### src/rtl/wb_io_timeout.sv
// wb_io_timeout: Wishbone bus watchdog between the AXI-to-Wishbone bridge and
// the wb_io master port of the IO interconnect.
//
// All Wishbone signals pass straight through with zero added latency. If a
// request (cyc & stb) waits TIMEOUT_CYCLES cycles in WAIT without ack/err/rty,
// the block spends one ABORT cycle that drops the slave-side cyc/stb and
// returns err to the master. The first err therefore appears
// TIMEOUT_CYCLES+1 cycles after stb rises.
//
// Ports:
//   wb_clk_i, wb_rst_n_i   clock, asynchronous active-low reset
//   wbm_*_i / wbm_*_o      upstream master side (bridge)
//   wbs_*_o / wbs_*_i      downstream slave side (interconnect wb_io port)
//   timeout_o              high during the ABORT cycle
//   tmo_clr_i, tmo_adr_o, tmo_cnt_o
//                          timeout capture registers, present only when the
//                          WB_TIMEOUT_CAPTURE_EN macro is defined
module wb_io_timeout #(
    parameter int unsigned TIMEOUT_CYCLES = 1024,
    parameter int unsigned CNT_W          = $clog2(TIMEOUT_CYCLES + 1)
) (
    input  logic        wb_clk_i,
    input  logic        wb_rst_n_i,
    input  logic [31:0] wbm_adr_i,
    input  logic [31:0] wbm_dat_i,
    input  logic [3:0]  wbm_sel_i,
    input  logic        wbm_we_i,
    input  logic        wbm_cyc_i,
    input  logic        wbm_stb_i,
    input  logic [2:0]  wbm_cti_i,
    input  logic [1:0]  wbm_bte_i,
    output logic [31:0] wbm_dat_o,
    output logic        wbm_ack_o,
    output logic        wbm_err_o,
    output logic        wbm_rty_o,
    output logic [31:0] wbs_adr_o,
    output logic [31:0] wbs_dat_o,
    output logic [3:0]  wbs_sel_o,
    output logic        wbs_we_o,
    output logic        wbs_cyc_o,
    output logic        wbs_stb_o,
    output logic [2:0]  wbs_cti_o,
    output logic [1:0]  wbs_bte_o,
    input  logic [31:0] wbs_dat_i,
    input  logic        wbs_ack_i,
    input  logic        wbs_err_i,
    input  logic        wbs_rty_i,
`ifdef WB_TIMEOUT_CAPTURE_EN
    output logic        timeout_o,
    input  logic        tmo_clr_i,
    output logic [31:0] tmo_adr_o,
    output logic [7:0]  tmo_cnt_o
`else
    output logic        timeout_o
`endif
);

    typedef enum logic [1:0] {
        IDLE  = 2'd0,
        WAIT  = 2'd1,
        ABORT = 2'd2
    } state_t;

    localparam logic [CNT_W-1:0] CNT_LAST = CNT_W'(TIMEOUT_CYCLES - 1);

    state_t           state, state_next;
    logic [CNT_W-1:0] cnt, cnt_next;
    logic             req, resp, aborting;

    assign req      = wbm_cyc_i & wbm_stb_i;
    assign resp     = wbs_ack_i | wbs_err_i | wbs_rty_i;
    assign aborting = (state == ABORT);

    // State and wait-counter registers
    always_ff @(posedge wb_clk_i or negedge wb_rst_n_i) begin
        if (!wb_rst_n_i) begin
            state <= IDLE;
            cnt   <= '0;
        end else begin
            state <= state_next;
            cnt   <= cnt_next;
        end
    end

    // Next state; cnt counts cycles spent in WAIT, a response always wins over the terminal count
    always_comb begin
        state_next = state;
        cnt_next   = '0;
        case (state)
            IDLE: begin
                if (req && !resp) begin
                    state_next = WAIT;
                end
            end
            WAIT: begin
                if (resp || !req) begin
                    state_next = IDLE;
                end else if (cnt == CNT_LAST) begin
                    state_next = ABORT;
                end else begin
                    cnt_next = cnt + CNT_W'(1);
                end
            end
            ABORT: begin
                state_next = IDLE;
            end
            default: begin
                state_next = IDLE;
            end
        endcase
    end

    // Pass-through, overridden only during the ABORT cycle
    assign wbs_adr_o = wbm_adr_i;
    assign wbs_dat_o = wbm_dat_i;
    assign wbs_sel_o = wbm_sel_i;
    assign wbs_we_o  = wbm_we_i;
    assign wbs_cti_o = wbm_cti_i;
    assign wbs_bte_o = wbm_bte_i;
    assign wbs_cyc_o = wbm_cyc_i & ~aborting;
    assign wbs_stb_o = wbm_stb_i & ~aborting;

    assign wbm_dat_o = aborting ? 32'h0 : wbs_dat_i;
    assign wbm_ack_o = wbs_ack_i & ~aborting;
    assign wbm_err_o = wbs_err_i | aborting;
    assign wbm_rty_o = wbs_rty_i & ~aborting;

    assign timeout_o = aborting;

`ifdef WB_TIMEOUT_CAPTURE_EN
    logic abort_entry;

    assign abort_entry = (state == WAIT) && (state_next == ABORT);

    // Capture of the last timed-out address and a saturating timeout count; a new capture beats clear
    always_ff @(posedge wb_clk_i or negedge wb_rst_n_i) begin
        if (!wb_rst_n_i) begin
            tmo_adr_o <= 32'h0;
            tmo_cnt_o <= 8'h0;
        end else if (abort_entry) begin
            tmo_adr_o <= wbm_adr_i;
            if (tmo_clr_i) begin
                tmo_cnt_o <= 8'd1;
            end else if (tmo_cnt_o != 8'hFF) begin
                tmo_cnt_o <= tmo_cnt_o + 8'd1;
            end
        end else if (tmo_clr_i) begin
            tmo_adr_o <= 32'h0;
            tmo_cnt_o <= 8'h0;
        end
    end
`endif

endmodule

### config.mk
export PLATFORM = sky130hd
export DESIGN_NAME = wb_io_timeout
export DESIGN_NICKNAME = d
export VERILOG_FILES = /design/src/rtl/wb_io_timeout.sv
export SDC_FILE = /design/constraint.sdc
export NUM_CORES = 1
export LEC_CHECK = 0
export BUFFER_PORTS_ARGS = -buffer_cell sky130_fd_sc_hd__clkbuf_2
export CORE_AREA = 2 2 87 89
export CTS_CLUSTER_DIAMETER = 40
export DETAILED_ROUTE_END_ITERATION = 16
export DIE_AREA = 0 0 89 91
export PLACE_DENSITY = 0.58
export SLEW_MARGIN = 20
export SYNTH_ARGS = -nofsm -noshare
export SYNTH_HDL_FRONTEND = slang
export SYNTH_SLANG_ARGS = --single-unit
### constraint.sdc
create_clock -name wb_clk_i -period 2.3 [get_ports wb_clk_i]
set_clock_uncertainty 0.1 [all_clocks]
set_input_delay 0.115 -clock wb_clk_i [delete_from_list [all_inputs] [get_ports wb_clk_i]]
set_output_delay 0.115 -clock wb_clk_i [all_outputs]
set_load 0.02 [all_outputs]
* Yosys cells after proc, flatten, opt, wreduce, memory -nomap -nowiden *
Cells that the tools add are included.

operators by class
  $add $sub $neg = 1
  multipliers = 0
  div/mod/pow operators = 0
  order comparisons = 0
  equality and inequality tests = 5
  shifts and indexed selects = 0
  multiplexer cells = 8
  bitwise logic cells = 9
  reduce and logical (&&, ||, !) cells = 6

operator list
  kind                   number
  $mux 11                3
  $mux 32                1
  $add 11x1->11 const B  1
  $eq 11x10->1 const B   1
  $mux 2                 3
  $and 1x1->1            5
  $pmux 2 s2             1
  $ne 3x3->1 const B     1
  $or 1x1->1             3
  $eq 2x1->1 const B     1
  $eq 2x2->1 const B     1
  $logic_not 1->1        2
  $logic_not 2->1        1
  $ne 2x2->1 const B     1
  $reduce_and 2->1       1
  $logic_and 1x1->1      1
  $logic_or 1x1->1       1
  $not 1->1              1

storage, ports and cells
  flip-flop bits (word level) = 13
  bits in latches = 0
  RAM bits = 0
  ROM bits = 0
  bits of input ports = 113
  output and inout bits = 112
  word-level logic and storage cells = 31
  memories kept = 0

* Depth between registers and ports, before layout *
  depth after elaboration = 6
  depth in mapped cells = 5
  mapped depth without buffers = 4

* Worst setup path before layout *
Ideal clock, no wire load.

  kind = register to register
  start point = register cnt[0]
  end point = register state[0]
  setup time = 0.125 ns
  arrival = 1.300 ns
  required time = 2.075 ns
  setup slack = 0.775 ns
  stages on the path, launching flop included = 6
  buffers on the path = 1
  clock period less this slack = 1.525 ns
  path through = dfrtp_1 ha_1 nand4_1 nor4b_2 buf_4 o21ai_1

between the ends
  cells in the longest elaborated chain, start to end = 3

RTL lines
  what                               RTL line  source
  from (decl)                        67        logic [CNT_W-1:0] cnt, cnt_next;
  from (signal assigned)             81        cnt <= cnt_next;
  $eq 11x10->1                       98        end else if (cnt == CNT_LAST) begin
  $ne 3x3->1 (no source line)        -
  $reduce_and 2->1 (no source line)  -
  to (signal assigned)               80        state <= state_next;
  to (decl)                          66        state_t state, state_next;

No other way between the ends.
A chain may end at the register's enable or synchronous reset.

* Worst setup path after layout *
  start point = register state[1]
  end point = register cnt[6]

between the ends
  cells in the longest elaborated chain, start to end = 2

RTL lines
  what             RTL line  source
  $eq 2x1->1       89        case (state)
  $mux 11          89
  net cnt_next[6]  67

The timed path passes the listed nets, and every way through them passes these cells.

==> metrics.txt <==
chip height=91 um; top_reg_cell synth=dfrtp_1; Core Area=7140 um^2; clock slew at reported path FFs=0.06 ns; starting density of the core=20.5%; VDD IR max=150 uV; Inserted Clock Buffers=3; met1 Use GR=a little under a tenth; GR Util met2=15.9%; IO Port Bufs=76; Worst Tran Pin Value=roughly 0.54 ns; total track usage=9.41%; Sequential Power Share=39.4%; min-delay src=wbs_rty_i; final WL=4.20 mm; Vias/cell=3.88; Post-synth EDFFs=0; synth warn=0; Design Area, Final=1450 um^2; Mapped Nets=289; Setup CP Type=reg -> reg; Async SR Flop Fraction=100%; Placed Area=1400 um^2; H-Tree Level Count=1; Post-Syn Area=1460 um^2; flops & latches, synth=13; XOR/XNOR Fraction of Synth Area=1.80%; CP Launch Type=flop; Worst EP arrival=1.83 ns; vias in the first global route=1004; Fmax=0.562 GHz; clock share of power=between 30% and 40%; post-DP HPWL=3.68 mm; FP Rows=31; Fin. Hold Viols=0; Buf/Inv on CP=0; # DRC=0; cell family with most CP delay=simple AND/OR/NAND/NOR gates; Tot Pwr=0.583 mW; CP endpoint kind=flop; CP max FO=12; CTS Root Cell=clkbuf_8; final setup violation count=0; logic gate share of total power=about a quarter; HP Class=in -> reg; Post-Synth Adder-Cell Area=0.855%; mux contribution to synthesized area=0%; gr ovfl total=0; TritonRoute pass-1 iters=4; pwr/cell area=roughly 400 nW/um^2; initial antenna violation count=0; final layout net count=293; Setup crit start=state[1]; Clock Sinks=13; Cells after Synth=about 180; post-synthesis simple-gate area fraction=about 28%; worst skew pair latency=between 0.2 and 0.3 ns; vias=between 1000 and 1500; Critical R2R Launch=state[1]; Die X=89 um; Top Usage Layer GRT=met2; RSZ-0062 raised after global routing=false; cell breakdown of the critical path=nor4b_2 > nand3_1 > a211oi_1; Die Area=between 8000 and 9000 um^2; Reg2Reg Setup Slack=0.52 ns; net switching power=0.169 mW; RD Place Congestion=0.747; LEAKAGE=0.682 nW; Max Cap Viol=0; run status=finished clean; WP data required=2.35 ns; syn_area_per_cell=8.36 um^2; CTS tree=yes; Antenna Nets Post-Route=0; Pint=0.414 mW; Longest Clk Path Bufs=2; largest net degree at the start of global routing=39; min Tclk post-route=1.78 ns; Slew Limit Fails=0; first-pass GRT wire length=5.64 mm; DR WL/cell=15.2 um; switching fraction of total power=29.0%; Critical Path Max Stage Delay=0.45 ns; Seq/Total Area, Yosys=between 20 and 25%; Iter 0 DRT Violations=between 50 and 60; Cell variety after synth=31; met3 Track Usage GR=5.36%; share of cells above drive strength 1=50.6%; Area growth syn-to-layout=-0.599%; Period Utilization, post-route=between 70% and 80%; Antenna Cells=0; setup TNS=0 ns; Worst slew margin=63.9%; compound-cell area share of the yosys netlist=6.33%; slowest cell on the critical path=nand3_1; total I/O pin count=225; largest family of logic cells by synthesized area=buffers and inverters
final timing paths:
path	to	depth (start not counted)
hold reg to reg	cnt[10]	1
max in group asynchronous	cnt[3]	2
setup / recovery	cnt[6]	3
setup reg to reg	cnt[6]	3
min in group asynchronous	cnt[7]	2
hold / removal	cnt[10]	4
registers in the layout (all words and copies together) (netlist names):
register,flops
state,2
cnt,11
cell usage in the layout, fill, tap and decap left out, types with 2 or more instances in the layout:
master	Yosys	routed
a211oi_2	3	3
nand4_1	2	2
o31ai_1	2	2
nand3_1	5	5
xor2_1	2	2
or3_1	3	3
clkbuf_8	0	3
o21ai_0	3	3
nand2b_1	2	2
dfrtp_1	13	13
nor4b_2	2	2
nor2_1	2	2
clkbuf_2	0	76
buf_4	75	2
nor3_1	3	3
nor2b_1	2	2
a211oi_1	2	2
and2_1	36	36
cell families after synthesis:
logic type / after synthesis
buffers and inverters: 82
AND/OR/NAND/NOR: 64
flip-flops: 13
AO/OA/AOI/OAI: 12
XOR/XNOR: 3
adder cells (fa/ha/maj): 1
cell usage after synthesis (2+ instances only):
library cell  instances  area share [%]
a211oi_1              2             1.0
a211oi_2              3             2.6
and2_1               36              15
buf_4                75              38
clkbuf_1              4             1.0
dfrtp_1              13              22
nand2b_1              2            0.86
nand3_1               5             1.7
nand4_1               2            0.86
nor2_1                2            0.51
nor2b_1               2            0.86
nor3_1                3             1.0
nor4b_2               2             2.1
o21ai_0               3             1.0
o31ai_1               2             1.0
or3_1                 3             1.3
xor2_1                2             1.2
stage by stage:
stage	instances	hold WS (ns)	setup slack [ns]	util (%)
after floorplan	175	-0.281	0.775	-
after global placement	272	-0.0728	0.589	19.6
after detailed placement	272	-0.0695	0.509	19.6
after CTS	277	0.0855	0.510	20.4
after global routing	277	0.119	0.342	20.4
final	277	0.0845	0.520	20.4
worst register-to-register path, stage by stage, from the launching register on:
cell and delay, ns:
dfrtp_1 0.39, nor4b_2 0.37, nand3_1 0.45, a211oi_1 0.37
power by group through the flow:
stage	Clock [mW]	Sequential (mW)	Combinational, mW
2_1_floorplan	0	0.233	0.259
3_3_place_gp	0	0.233	0.147
3_5_place_dp	0	0.234	0.148
4_1_cts	0.214	0.229	0.149
5_1_grt	0.226	0.229	0.158
6_report	0.208	0.229	0.146
repair_timing:
action | CTS | global route
hold buffers | 1 | 0
endpoints found under the hold margin | 13 | 0
buffers inserted | 0 | 0
setup endpoints to repair | 0 | 0
resized for setup | 0 | 0
per-layer routing:
layer  vias up  routed length [um]  share of wire (%)
met4         0                 106                2.5
met1       479                1380                 33
met3        22                 560                 13
met5         -                   0                  0
met2        77                2150                 51
li1        498                   -                  -
cell type report:
cell class | count | area (um^2)
flip-flops and latches | 13 | 325
fillers | 829 | 5680
clock buffers | 4 | 45.0
inverters | 2 | 7.51
multi-input cells | 80 | 547
well taps | 99 | 124
repair buffers | 79 | 405
(Power assumes the default switching activity.)
